===== src/rtl/flipper_bank.sv =====
// flipper_bank: N-channel flipper motion controller (ports: clk, rst, enable, btn[N] in; pos_y[N*POS_W], at_top[N], moving[N], swing_start[N] out)
module flipper_bank #(
  parameter int N_FLIP    = 2,
  parameter int POS_W     = 10,
  parameter int REST_Y    = 290,
  parameter int TOP_Y     = 270,
  parameter int RISE_DIV  = 199999,
  parameter int FALL_DIV  = 1999999,
  parameter int RISE_STEP = 2,
  parameter int FALL_STEP = 1
) (
  input  logic                    clk,
  input  logic                    rst,
  input  logic                    enable,
  input  logic [N_FLIP-1:0]       btn,
  output logic [N_FLIP*POS_W-1:0] pos_y,
  output logic [N_FLIP-1:0]       at_top,
  output logic [N_FLIP-1:0]       moving,
  output logic [N_FLIP-1:0]       swing_start
);
  localparam int RW = $clog2(RISE_DIV + 2);
  localparam int FW = $clog2(FALL_DIV + 2);
  localparam logic [POS_W-1:0] REST_P = POS_W'(REST_Y);
  localparam logic [POS_W-1:0] TOP_P  = POS_W'(TOP_Y);
  localparam logic [POS_W-1:0] RS_P   = POS_W'(RISE_STEP);
  localparam logic [POS_W-1:0] FS_P   = POS_W'(FALL_STEP);
  typedef enum logic [1:0] {REST, RISE, HOLD, FALL} state_t;
  logic [RW-1:0] rcnt_q, rcnt_d;
  logic [FW-1:0] fcnt_q, fcnt_d;
  logic          rise_tick, fall_tick;
  always_comb begin
    rise_tick = enable && rcnt_q == RW'(RISE_DIV);
    fall_tick = enable && fcnt_q == FW'(FALL_DIV);
    rcnt_d    = !enable ? rcnt_q : rise_tick ? '0 : rcnt_q + 1'b1;
    fcnt_d    = !enable ? fcnt_q : fall_tick ? '0 : fcnt_q + 1'b1;
  end
  always_ff @(posedge clk) begin
    if (rst) begin
      rcnt_q <= '0;
      fcnt_q <= '0;
    end else begin
      rcnt_q <= rcnt_d;
      fcnt_q <= fcnt_d;
    end
  end
  genvar i;
  for (i = 0; i < N_FLIP; i++) begin : g_ch
    state_t           state_q, state_d;
    logic [POS_W-1:0] pos_q, pos_d;
    logic             sw_q, sw_d;
    always_ff @(posedge clk) begin
      if (rst) begin
        state_q <= REST;
        pos_q   <= REST_P;
        sw_q    <= 1'b0;
      end else begin
        state_q <= state_d;
        pos_q   <= pos_d;
        sw_q    <= sw_d;
      end
    end
    // Limits are compared before stepping so pos never wraps past TOP_Y/REST_Y.
    always_comb begin
      state_d = state_q;
      pos_d   = pos_q;
      sw_d    = 1'b0;
      if (enable) begin
        case (state_q)
          REST: begin
            pos_d = REST_P;
            if (btn[i]) begin
              state_d = RISE;
              sw_d    = 1'b1;
            end
          end
          RISE: begin
            if (!btn[i]) state_d = FALL;
            else if (rise_tick) begin
              if (int'(pos_q) <= TOP_Y + RISE_STEP) begin
                pos_d   = TOP_P;
                state_d = HOLD;
              end else pos_d = pos_q - RS_P;
            end
          end
          HOLD: begin
            pos_d = TOP_P;
            if (!btn[i]) state_d = FALL;
          end
          default: begin
            if (btn[i]) begin
              state_d = RISE;
              sw_d    = 1'b1;
            end else if (fall_tick) begin
              if (int'(pos_q) + FALL_STEP >= REST_Y) begin
                pos_d   = REST_P;
                state_d = REST;
              end else pos_d = pos_q + FS_P;
            end
          end
        endcase
      end
    end
    assign pos_y[i*POS_W +: POS_W] = pos_q;
    assign at_top[i]               = state_q == HOLD;
    assign moving[i]               = state_q == RISE || state_q == FALL;
    assign swing_start[i]          = sw_q;
  end
endmodule


===== config.mk =====
export PLATFORM = sky130hd
export DESIGN_NAME = flipper_bank
export DESIGN_NICKNAME = d
export VERILOG_FILES = /design/src/rtl/flipper_bank.sv
export SDC_FILE = /design/constraint.sdc
export NUM_CORES = 1
export LEC_CHECK = 0
export CAP_MARGIN = 20
export CORE_AREA = 8 8 99 101
export DETAILED_ROUTE_END_ITERATION = 12
export DIE_AREA = 0 0 107 109
export PLACE_DENSITY = 0.76
export SKIP_LAST_GASP = 1
export SYNTH_ARGS = -nofsm -noshare
export SYNTH_HDL_FRONTEND = slang
export SYNTH_SLANG_ARGS = --single-unit

===== constraint.sdc =====
create_clock -name clk -period 2.25 [get_ports clk]
set_input_delay 0.5625 -clock clk [delete_from_list [all_inputs] [get_ports clk]]
set_output_delay 0.5625 -clock clk [all_outputs]
set_load 0.05 [all_outputs]

==> metrics.txt <==
Clock Power Share=30.9%; Iteration-0 DRC Markers=503; Final min period=2.493 ns; Final nets=729; Hold Buf Count CTS=0; DRC=0; Critical Path Fanout Max=5; Hold Path Depth=2; gr ovfl total=0; I/O pins=31; most common cell after layout, fill and taps aside=buf_4; combinational share of power=27.5%; die height=109 um; Routed Antenna Nets=0; yosys warns=0; Area Overhead vs Synth=48.91%; commonest cells after routing, fill and taps aside=buf_4, nor2_1, nand2_1; CTS Buf Count=9; core area=0.008381 sq mm; Achievable Freq=401.1 MHz; Slew headroom=65.17%; Sink Count=65; Startpoint Class=flop; first-pass GRT wire length=21870 um; CTS tree=done; Post-Syn Area per Cell=7.874 sq um; H-tree depth=3; Seq/Total Area, Yosys=29.89%; Bufs on Longest Clock Path=2; Hold Path Class=reg -> reg; switching share of power=33.79%; post-synthesis async set-or-reset flop share=0%; site row count=34; CP Class=reg -> reg; DR pass1 iterations=5; share of cells above drive strength 1=38.22%; reg-to-reg critical path startpoint=g_ch[1].pos_q[1]; Crit. End Element=flop; Worst Path Required=2.49 ns; R2R setup slack=-0.24 ns; Max-Cap Viols=0; critical path's top delay family=compound AO/OA/AOI/OAI gates; CP cell instances=ha_4, nand2_4, or4_4, a311oi_4, o221ai_2, a21boi_2, buf_6, buf_4, a221oi_2, a211o_1; R2R Path End=g_ch[1].pos_q[1]; Max stage delay cell, worst path=or4_4; Power Density=448.4 mW/mm^2; Final Setup Violations=21; Die ar.=0.01166 sq mm; peak supply drop=0.4368 mV; Worst Skew=0.01252 ns; min-delay src=g_ch[1].state_q[1]; RSZ-0062 raised after global routing=yes; Chip Width=107 um; Period Utilization, post-route=110.8%; sequential power share=41.6%; Post-synth EDFFs=0; Synth Register Bits=65; Post-DP HPWL=9178 um; Psw=0.0009825 W; Fin. Hold Viols=0; Fin Hold WS=0.4836 ns; worst slew pin tran=0.5185 ns; CTS root buffer=clkbuf_8; clk slew on worst S/H paths=0.07 ns; top_reg_cell synth=dfxtp_1; cells after synthesis=553; Syn Nets=578; Reg2Reg Depth=10; gpl congestion=0.9358; GRT Overall Usage=22.79%; Post-Syn Area=0.004354 sq mm; vias=4897; clock latency on the worst-skew pair=0.36 ns; fillers=566; number of antenna violations at the first check in global routing=0; IO Port Bufs=30; static leakage=2.626 nW; Netlist cell types=72; failing checks=setup timing; DR WL/cell=17.28 um; worst path buffer plus inverter count=2; outcome=complete, but fails checks; Non-Filler Instances=817; largest net degree at the start of global routing=29; CP max stage delay=0.45 ns; Hold Path Sink=g_ch[1].state_q[1]; arrival time worst endpoint=2.73 ns; final WL=14120 um; number of global-route vias before repair=4644; Initial Utilization=51.96%; ANT cells=0; Internal=0.001925 W; Inst Count DP=785; Max Slew Vio Count=0; Via density=5.994; post-route setup slack=-0.2431 ns
-- how the worst max path moves through the flow --
stage / startpoint / endpoint / slack (ns) / cells after the start
2_1_floorplan: g_ch[0].pos_q[0] / g_ch[0].state_q[1] / -0.18 / 9
3_3_place_gp: enable / g_ch[0].pos_q[7] / -0.54 / 8
3_5_place_dp: enable / g_ch[0].pos_q[7] / -0.59 / 8
4_1_cts: g_ch[0].pos_q[1] / g_ch[0].state_q[1] / -0.17 / 9
5_1_grt: g_ch[1].pos_q[1] / g_ch[1].pos_q[1] / -0.30 / 10
6_report: g_ch[1].pos_q[1] / g_ch[1].pos_q[1] / -0.24 / 10
-- synth_stat cells (4+ instances only) --
cell      number  share of area, %
o21ai_0       15               1.7
a21oi_1       29               3.3
xor2_1        25               5.0
or4_1          5              0.86
or2_2          6              0.86
ha_1          20               5.7
inv_1         24               2.1
nor2_1        62               5.3
a31oi_1       11               1.6
dfxtp_1       65                30
o31ai_1       10               1.7
nor4_1         7               1.0
o32ai_1        5               1.0
nand2_1       55               4.7
and3_1         9               1.3
xnor2_1       16               3.2
nor4b_1        4              0.80
a211o_1        4              0.80
nand4_1       11               1.6
nand3_1       20               2.3
mux2i_1        6               1.4
nor3_1        16               1.8
o21a_1         6               1.0
or3_1         11               1.6
clkbuf_1      25               2.2
a21o_1         4              0.69
nand2b_1       6              0.86
nand3b_1       6               1.0
-- tightest hold or removal path: cells and delay by family (launching register included) --
family           cells  cell delay [ns]
DFF                  1             0.34
muxes                1             0.05
and+or+nand+nor      1             0.06
-- routing by layer --
layer  vias to the layer above  GRT usage, %  routed length, um
met1                      2312         28.02               5854
met3                        68         4.078                745
met2                       218         38.54               6978
met5                         -             0                  0
li1                       2299             -                  -
met4                         0         9.447                543
-- kinds of logic after synthesis --
family                     count (synthesis)  synth area share [%]
adders and majority gates                 20                 5.747
and+or+nand+nor                          243                 29.14
AOI/OAI and AO/OA                        120                 20.00
DFF                                       65                 29.89
muxes                                      6                 1.379
xor gates and xnor gates                  41                 8.247
buffers and inverters                     58                 5.603
-- flip-flops by register name, indices dropped and copies added, names as in the netlist --
register / count
fcnt_q: 21
g_ch.pos_q: 20
g_ch.state_q: 4
g_ch.sw_q: 2
rcnt_q: 18
-- stage by stage --
| step | instance area (sq um) | worst slack, ns | setup TNS, ns | power (W) | utilization [%] |
|---|---|---|---|---|---|
| after global placement | 5749 | -0.5418 | -12.57 | 0.001862 | 68.60 |
| after detailed placement | 5749 | -0.5910 | -14.66 | 0.001877 | 68.60 |
| after CTS | 6183 | -0.1699 | -1.700 | 0.002812 | 73.78 |
| after floorplan | 4523 | -0.1798 | -0.6639 | 0.001630 | - |
| after global routing | 6484 | -0.2984 | -4.498 | 0.003020 | 77.37 |
| final | 6484 | -0.2431 | -2.838 | 0.002907 | 77.37 |
-- repair_timing --
action | 4_1_cts | 5_1_grt
pin swaps | 23 | 20
resized for setup | 47 | 56
buffers inserted | 9 | 8
endpoints found under the setup margin | 27 | 33
-- cell type report --
| type | count | area [sq um] | share of cell area, % |
|---|---|---|---|
| clock buffer | 9 | 123.9 | 1.910 |
| clock inverter | 7 | 43.79 | 0.6754 |
| inverter | 25 | 103.9 | 1.602 |
| multi-input combinational | 430 | 3287 | 50.69 |
| sequential | 65 | 1354 | 20.88 |
| tap | 108 | 135.1 | 2.084 |
| timing repair buffer | 173 | 1436 | 22.15 |
-- power groups by stage --
stage / combinational (W) / clock [W] / sequential [W]
after CTS: 0.000705 / 0.000900 / 0.00121
after global placement: 0.000631 / 0 / 0.00123
after global routing: 0.000847 / 0.000960 / 0.00121
after detailed placement: 0.000643 / 0 / 0.00123
after floorplan: 0.000359 / 0 / 0.00127
final: 0.000801 / 0.000898 / 0.00121
(Power assumes the default switching activity.)
